--- config.mk ---
export PLATFORM = sky130hd
export DESIGN_NAME = systolic_west_feeder
export DESIGN_NICKNAME = d
export VERILOG_FILES = /design/src/rtl/systolic_west_feeder.sv
export SDC_FILE = /design/constraint.sdc
export NUM_CORES = 1
export LEC_CHECK = 0
export ABC_AREA = 1
export CORE_ASPECT_RATIO = 0.75
export CORE_MARGIN = 1
export CORE_UTILIZATION = 44
export DETAILED_ROUTE_END_ITERATION = 12
export MAX_ROUTING_LAYER = met4
export PLACE_DENSITY = 0.69
export SYNTH_ARGS = -nofsm -noshare
export SYNTH_HDL_FRONTEND = slang
export SYNTH_SLANG_ARGS = --single-unit
--- constraint.sdc ---
create_clock -name clk -period 3.9 [get_ports clk]
set_clock_uncertainty 0.05 [all_clocks]
set_input_delay 0.39 -clock clk [delete_from_list [all_inputs] [get_ports clk]]
set_output_delay 0.39 -clock clk [all_outputs]
set_load 0.05 [all_outputs]
--- src/rtl/systolic_west_feeder.sv ---
// systolic_west_feeder
// Drives the west edge of the PE grid. Each accepted N-lane row vector is
// skewed so that lane i leaves i cycles later than lane 0, forming the
// diagonal wavefront the array consumes. One start pulse runs one pass:
// k_len vectors are fed, N zero vectors flush the skew, and done pulses once.
// Optional feature macro: FEEDER_UNDERRUN_EN adds a sticky underrun output.
module systolic_west_feeder #(
    parameter int DATA_BIT = 8,
    parameter int N        = 4,
    parameter int CNT_BIT  = 8
) (
    input  logic                  clk,
    input  logic                  rst,
    input  logic                  start,
    input  logic [CNT_BIT-1:0]    k_len,
    input  logic                  in_valid,
    output logic                  in_ready,
    input  logic [N*DATA_BIT-1:0] in_data,
    output logic [N*DATA_BIT-1:0] out_data,
    output logic                  out_valid,
    output logic                  busy,
`ifdef FEEDER_UNDERRUN_EN
    output logic                  underrun,
`endif
    output logic                  done
);

    typedef enum logic [1:0] {
        IDLE  = 2'd0,
        FEED  = 2'd1,
        FLUSH = 2'd2,
        DONE  = 2'd3
    } state_t;

    // Flush counter only has to count 0..N-1.
    localparam int FLUSH_BIT = (N > 1) ? $clog2(N) : 1;

    state_t                 state_reg;
    logic [CNT_BIT-1:0]     remaining_reg;
    logic [FLUSH_BIT-1:0]   flush_cnt_reg;
    logic                   in_ready_reg;
    logic                   busy_reg;
    logic                   done_reg;

    logic                   accept;
    logic                   shift_en;
    logic [N*DATA_BIT-1:0]  shift_data;
    logic [N-1:0]           lane_tag;

    // In FEED the feeder is always ready, so a valid beat is an accepted beat.
    assign accept     = (state_reg == FEED) && in_valid;
    // The skew chains move on every FEED/FLUSH cycle, even on underruns, so
    // the wavefront timing depends only on cycle count.
    assign shift_en   = (state_reg == FEED) || (state_reg == FLUSH);
    // Underrun and flush cycles push an all-zero vector with tag 0.
    assign shift_data = accept ? in_data : '0;

    // Pass sequencer; in_ready/busy/done are registered alongside the state.
    always_ff @(posedge clk or posedge rst) begin
        if (rst) begin
            state_reg     <= IDLE;
            remaining_reg <= '0;
            flush_cnt_reg <= '0;
            in_ready_reg  <= 1'b0;
            busy_reg      <= 1'b0;
            done_reg      <= 1'b0;
        end else begin
            done_reg <= 1'b0;
            case (state_reg)
                IDLE: begin
                    if (start) begin
                        busy_reg <= 1'b1;
                        if (k_len != '0) begin
                            state_reg     <= FEED;
                            remaining_reg <= k_len;
                            in_ready_reg  <= 1'b1;
                        end else begin
                            // Empty pass: report completion straight away.
                            state_reg <= DONE;
                            done_reg  <= 1'b1;
                        end
                    end
                end
                FEED: begin
                    if (in_valid) begin
                        remaining_reg <= remaining_reg - 1'b1;
                        if (remaining_reg == CNT_BIT'(1)) begin
                            state_reg     <= FLUSH;
                            in_ready_reg  <= 1'b0;
                            flush_cnt_reg <= '0;
                        end
                    end
                end
                FLUSH: begin
                    flush_cnt_reg <= flush_cnt_reg + 1'b1;
                    if (flush_cnt_reg == FLUSH_BIT'(N - 1)) begin
                        state_reg <= DONE;
                        done_reg  <= 1'b1;
                    end
                end
                DONE: begin
                    state_reg <= IDLE;
                    busy_reg  <= 1'b0;
                end
                default: begin
                    state_reg    <= IDLE;
                    in_ready_reg <= 1'b0;
                    busy_reg     <= 1'b0;
                end
            endcase
        end
    end

    // Lane gi is a chain of gi+1 data/tag registers; its last stage drives
    // the lane output, giving lane gi an extra delay of gi cycles.
    genvar gi;
    generate
        for (gi = 0; gi < N; gi++) begin : g_lane
            logic [DATA_BIT-1:0] stage_data_reg [0:gi];
            logic                stage_tag_reg  [0:gi];

            // Shift the lane chain whenever the pass is feeding or flushing.
            always_ff @(posedge clk or posedge rst) begin
                if (rst) begin
                    for (int s = 0; s <= gi; s++) begin
                        stage_data_reg[s] <= '0;
                        stage_tag_reg[s]  <= 1'b0;
                    end
                end else if (shift_en) begin
                    stage_data_reg[0] <= shift_data[gi*DATA_BIT +: DATA_BIT];
                    stage_tag_reg[0]  <= accept;
                    for (int s = 1; s <= gi; s++) begin
                        stage_data_reg[s] <= stage_data_reg[s-1];
                        stage_tag_reg[s]  <= stage_tag_reg[s-1];
                    end
                end
            end

            assign out_data[gi*DATA_BIT +: DATA_BIT] = stage_data_reg[gi];
            assign lane_tag[gi]                       = stage_tag_reg[gi];
        end
    endgenerate

`ifdef FEEDER_UNDERRUN_EN
    logic underrun_reg;

    // Sticky flag: any FEED cycle without a vector; cleared when a pass starts.
    always_ff @(posedge clk or posedge rst) begin
        if (rst) begin
            underrun_reg <= 1'b0;
        end else if ((state_reg == IDLE) && start) begin
            underrun_reg <= 1'b0;
        end else if ((state_reg == FEED) && !in_valid) begin
            underrun_reg <= 1'b1;
        end
    end

    assign underrun = underrun_reg;
`endif

    assign in_ready  = in_ready_reg;
    assign busy      = busy_reg;
    assign done      = done_reg;
    // Valid while any lane output holds an accepted element.
    assign out_valid = |lane_tag;

endmodule

==> results of run 1 <==
## cells in the mapped netlist
master,n
nand3_1,13
nand3_2,1
nor2_1,13
nand2_1,137
inv_1,86
buf_4,25
clkbuf_1,17
xor2_1,1
nand4_1,2
a22o_1,1
inv_2,2
ha_1,7
buf_2,1
or2_2,1
o21ai_0,77
o21ai_1,4
or2_1,2
dfrtp_1,99
a21oi_1,1
o22ai_1,13
nor2_2,1
## layout by cell type, fill, tap and decap left out, drive strengths merged
cell / instances
bufinv: 1
nand2: 137
o21ai: 81
inv: 88
clkinvlp: 1
clkdlybuf4s50: 79
or2: 3
xor2: 1
o22ai: 13
clkbuf: 12
buf: 4
a21oi: 1
a22o: 1
nand3: 14
dfrtp: 99
nor2: 14
ha: 7
nand4: 2
## power by group through the flow
stage               sequential [µW]  clock, µW  combinational (µW)
finish                         1740        860                2260
global route                   1790        919                2530
CTS                            1740        882                2290
detailed placement             1750          0                2280
global placement               1740          0                2230
floorplan                      1840          0                1690
## per-layer routing
| metal | GRT usage, % | share of wire [%] | vias to the layer above |
|---|---|---|---|
| li1 | - | - | 1630 |
| met1 | 24.3 | 47 | 1477 |
| met2 | 28.2 | 47 | 85 |
| met3 | 5.33 | 4.9 | 8 |
| met4 | 6.21 | 1.0 | 0 |
| met5 | - | 0 | - |
## critical path, stage by stage, from the launching register on
cell     delay, ns
dfrtp_1       0.41
inv_1         0.10
ha_2          0.29
inv_2         0.80
o21ai_0       0.23
nand2_1       0.11
nand2_1       0.05
## cell families after synthesis
family | Yosys count | synth area share [%]
XOR/XNOR | 1 | 0.202
adder cells (fa/ha/maj) | 7 | 2.02
AO/OA/AOI/OAI | 96 | 11.5
flip-flops | 99 | 57.1
AND/OR/NAND/NOR | 170 | 15.6
buffers and inverters | 131 | 13.5
## stage by stage
stage | setup WS [ns] | utilization [%] | hold WS, ns | total power [µW] | cells
after floorplan | 0.870 | - | 0.392 | 3530 | 504
after CTS | 1.70 | 57.5 | 0.424 | 4910 | 686
after global routing | 1.48 | 57.5 | 0.435 | 5240 | 686
after global placement | 1.75 | 54.4 | 0.404 | 3970 | 672
final | 1.72 | 57.5 | 0.419 | 4860 | 686
after detailed placement | 1.71 | 54.4 | 0.408 | 4030 | 672
## worst paths after layout
kind | endpoint | cells after the start | slack, ns
max | state_reg[1]$_DFFE_PP0P_ | 6 | 1.72
min | g_lane[3].stage_data_reg[23]$_DFFE_PP0P_ | 2 | 0.42
max reg2reg | state_reg[1]$_DFFE_PP0P_ | 6 | 1.72
min reg2reg | g_lane[3].stage_data_reg[23]$_DFFE_PP0P_ | 2 | 0.42
max in group asynchronous | g_lane[2].stage_data_reg[17]$_DFFE_PP0P_ | 3 | 2.55
min in group asynchronous | g_lane[3].stage_data_reg[13]$_DFFE_PP0P_ | 2 | 0.50
## layout make-up
class                           count  area, µm²
Sequential cell                    99       2480
Inverter                           88        333
Clock inverter                      2       37.5
Timing Repair Buffer               83        821
Tap cell                          128        160
Clock buffer                       12        246
Multi-Input combinational cell    274       1270
Fill cell                         863       3960
==> results.tsv, run 1 <==
stage	metric	value	unit
status	status	finished, final reports clean	
worst_setup_path	worstSetupStartpointType	flop	
power_and_ir_drop	switching_share	44.7	%
finish	fin_area	5350	µm²
global_route	grt_pass1_vias	3052	
clock_network	insertion_delay	0.33	ns
clock_network	numCtsBuffers	9	
power_and_ir_drop	power_frac_seq	35.7	%
synth	yosysSeqAreaShare	57.1	%
finish	drive_above_1_share	4.12	%
clock_network	post_cts_buffers	0	
clock_network	cts.path.max_buffers	2	
placed_design	hpwl	5400	µm
floorplan	start_util	46.6	%
global_route	grt_pass1_wl	14100	µm
worst_setup_path	required	4.08	ns
floorplan	die_area	10300	µm²
synth	synthDistinctLibCells	21	
detailed_routing	drt-initial-drc-count	190	
power_and_ir_drop	p_sw	2170	µW
worst_setup_path	path_max_fanout	81	
clock_network	clock_sinks	99	
timing	period_minus_slack	2.18	ns
placed_design	finalWeightedCongestion	0.866	
hold_path	hold_class	reg2reg	
global_route	grt_antenna_before_repair	0	
synth	synth.avg_cell_area	8.60	µm²
synth	netlist_area	4340	µm²
timing	grt_setup_unrepaired	no	
synth	mappedNetlistNets	555	
synth	synth_cells	504	
global_route	grt_max_degree	82	
detailed_routing	ant_nets	0	
power_and_ir_drop	p_per_area	909	nW/µm²
synth	ys.warnings.count	0	
floorplan	core_area	9310	µm²
hold_path	holdCritStartpoint	g_lane[3].stage_data_reg[23]$_DFFE_PP0P_	
timing	slew_viol_final	0	
power_and_ir_drop	p_clk_share	17.7	%
power_and_ir_drop	p_int	2690	µW
clock_network	clkTransAtPathRegs	0.06	ns
detailed_routing	drt_first_pass_iters	5	
clock_network	cts_resized	0	
clock_network	postCtsHoldBufs	0	
floorplan	die_y	88.0	µm
global_route	grt.overflow.total	0	
finish	largest_reg_flops	56	
floorplan	io_pins	80	
global_route	grt_usage	18.7	%
floorplan	rows	30	
finish	diodes	0	
synth	yosys-top-cells-area	dfrtp_1, nand2_1, o21ai_0	
worst_setup_path	path_class	reg2reg	
timing	slew_headroom	23.8	%
detailed_routing	wl_per_cell	12.0	µm
worst_setup_path	cp.arrival	2.36	ns
timing	fin_setup_tns	0	ns
synth	synth_seq_cells	99	
clock_network	htree_levels	3	
job	maxCapViolCount	0	
worst_setup_path	timing.rr.start	state_reg[0]$_DFFE_PP0P_	
timing	hold_viol	0	
power_and_ir_drop	combPwrFrac	46.6	%
finish	nets	606	
synth	yosys.area.top_type	dfrtp_1	
detailed_routing	vias	3200	
placed_design	numPortBuffers	79	
detailed_routing	drc	0	
detailed_routing	routed_wl	8250	µm
power_and_ir_drop	ir_worst_vdd	0.520	mV
worst_setup_path	crit_start	state_reg[0]$_DFFE_PP0P_	
timing	tightestPinTransition	1.14	ns
worst_setup_path	endpoint_kind	flop	
placed_design	placed_cell_area	5070	µm²
timing	setup_viol	0	
power_and_ir_drop	p_leak	0.00259	µW
finish	area_growth	23.4	%
clock_network	cts_tree	yes	
timing	max_freq	459	MHz
detailed_routing	vias_per_cell	4.66	
synth	yosysTopAreaCellShare	57.1	%
timing	fin_crit_sh	55.9	%
clock_network	cts-root-buf	clkbuf_16	
floorplan	die_x	117	µm
Power figures use the tool's default switching activity.
==> run 2, diff against run 1 <==
--- a/config.mk
+++ b/config.mk
@@ -11,7 +11,7 @@
 export CORE_UTILIZATION = 44
 export DETAILED_ROUTE_END_ITERATION = 12
 export MAX_ROUTING_LAYER = met4
-export PLACE_DENSITY = 0.69
+export PLACE_DENSITY = 0.72
 export SYNTH_ARGS = -nofsm -noshare
 export SYNTH_HDL_FRONTEND = slang
 export SYNTH_SLANG_ARGS = --single-unit
==> constraint.sdc (replaced) <==
create_clock -name clk -period 1.9 [get_ports clk]
set_clock_uncertainty 0.05 [all_clocks]
set_input_delay 0.19 -clock clk [delete_from_list [all_inputs] [get_ports clk]]
set_output_delay 0.19 -clock clk [all_outputs]
set_load 0.05 [all_outputs]
==> run 2 against run 1 <==
- die area unchanged
- cell count increased by 1.2%
- core utilization increased by 1.8 points
- hold slack got worse by 0.25 ns
- sequential share of layout area decreased by 1.4 points
- largest power group unchanged
==> results.tsv, run 2 (synthesis gave the netlist of run 1 again) <==
stage	metric	value	unit
timing	slew_headroom	62.6	%
power_and_ir_drop	fin_total_pwr	10600	µW
clock_network	numCtsBuffers	9	
worst_setup_path	crit_chain	clkdlybuf4s50_1	
timing	setup_viol	0	
worst_setup_path	path_max_fanout	2	
worst_setup_path	cp.arrival	1.53	ns
worst_setup_path	required	1.66	ns
power_and_ir_drop	ir_worst_vdd	0.940	mV
power_and_ir_drop	p_int	5960	µW
power_and_ir_drop	switching_share	43.6	%
clock_network	clkTransAtPathRegs	0.07	ns
worst_setup_path	path_delay_family	buffers and inverters	
clock_network	insertion_delay	0.34	ns
detailed_routing	drt-initial-drc-count	365	
floorplan	die_y	88.0	µm
detailed_routing	ant_nets	0	
timing	fin_setup_tns	0	ns
placed_design	finalWeightedCongestion	0.884	
timing	tightestPinTransition	0.559	ns
clock_network	cts.path.max_buffers	2	
clock_network	post_cts_buffers	0	
detailed_routing	vias_per_cell	4.63	
finish	area_growth	27.1	%
finish	drive_above_1_share	5.83	%
finish	largest_reg_flops	56	
finish	mostFrequentLayoutCell	nand2_1	
placed_design	hpwl	6040	µm
global_route	grt_max_degree	44	
floorplan	start_util	46.6	%
global_route	grt_usage	19.0	%
timing	max_freq	565	MHz
floorplan	io_pins	80	
worst_setup_path	worstSetupStartpointType	flop	
finish	diodes	0	
hold_path	hold_class	in2async	
detailed_routing	routed_wl	8630	µm
floorplan	rows	30	
job	maxCapViolCount	0	
timing	period_minus_slack	1.77	ns
clock_network	postCtsHoldBufs	0	
clock_network	htree_levels	3	
clock_network	cts_tree	yes	
clock_network	clock_sinks	99	
global_route	grt_pass1_vias	3063	
power_and_ir_drop	p_sw	4610	µW
worst_setup_path	endpoint_kind	output port	
global_route	grt_pass1_wl	14400	µm
global_route	grt_antenna_before_repair	0	
finish	layout_common_cells	nand2_1, dfrtp_1, inv_1	
worst_setup_path	crit_buf_inv	1	
timing	grt_setup_unrepaired	no	
clock_network	cts-root-buf	clkbuf_16	
detailed_routing	drt_first_pass_iters	4	
detailed_routing	vias	3215	
timing	hold_viol	0	
worst_setup_path	reg2reg_slack	0.23	ns
worst_setup_path	critPathSlowestCell	clkdlybuf4s50_1	
status	status	finished, final reports clean	
placed_design	numPortBuffers	79	
timing	fin_crit_sh	93.2	%
detailed_routing	drc	0	
power_and_ir_drop	p_per_area	1920	nW/µm²
power_and_ir_drop	power_frac_seq	33.9	%
worst_setup_path	path_class	reg2out	
power_and_ir_drop	p_clk_share	19.5	%
clock_network	cts_resized	0	
floorplan	die_x	117	µm
floorplan	die_area	10300	µm²
worst_setup_path	max_stage_delay	0.85	ns
global_route	grt.overflow.total	0	
timing	slew_viol_final	0	
finish	fill_cells	827	
detailed_routing	wl_per_cell	12.4	µm
floorplan	core_area	9310	µm²
finish	nets	612	
power_and_ir_drop	p_leak	0.00267	µW
power_and_ir_drop	combPwrFrac	46.6	%
run 2: metrics by stage:
stage | instances | setup WS [ns] | area, µm² | hold WS, ns | utilization (%)
after floorplan | 504 | 0.397 | 4340 | 0.279 | -
after CTS | 694 | 0.105 | 5510 | 0.179 | 59.2
after global routing | 694 | 0.0760 | 5510 | 0.198 | 59.2
after global placement | 678 | 0.283 | 5170 | 0.405 | 55.6
after detailed placement | 678 | 0.248 | 5170 | 0.416 | 55.6
final | 694 | 0.130 | 5510 | 0.173 | 59.2
run 2: final cells by class:
class | instances | area, µm² | area share [%]
Clock buffer | 10 | 229 | 4.15
Clock inverter | 6 | 113 | 2.04
Inverter | 88 | 334 | 6.06
Multi-Input combinational cell | 274 | 1270 | 23.1
Sequential cell | 99 | 2480 | 44.9
Tap cell | 128 | 160 | 2.90
Timing Repair Buffer | 89 | 926 | 16.8
run 2: power groups by stage:
stage	registers, µW	logic [µW]	clock network [µW]
floorplan	3780	3460	0
global placement	3580	4850	0
detailed placement	3610	4960	0
CTS	3590	4970	2100
global route	3690	5440	2190
finish	3580	4930	2060
run 2: path summary, 6_finish.rpt:
kind                                                          startpoint                                        to  depth (start not counted)
worst max-delay path                            out_data[31]$_DFFE_PP0P_                              out_data[31]                          1
worst min-delay path                                                 rst              flush_cnt_reg[1]$_DFFE_PP0P_                          2
worst max register to register                  state_reg[0]$_DFFE_PP0P_              remaining_reg[1]$_DFFE_PP0P_                         10
worst min register to register  g_lane[1].stage_data_reg[13]$_DFFE_PP0P_                  out_data[13]$_DFFE_PP0P_                          2
max in group asynchronous                                            rst  g_lane[3].stage_data_reg[27]$_DFFE_PP0P_                          3
min in group clk                                              in_data[9]   g_lane[1].stage_data_reg[9]$_DFFE_PP0P_                          3
run 2: routing by layer:
layer	track usage, %	vias up	share of wire [%]
li1	-	1645	-
met1	25.0	1487	48
met2	28.1	75	44
met3	6.02	8	6.2
met4	5.87	0	1.3
met5	-	-	0
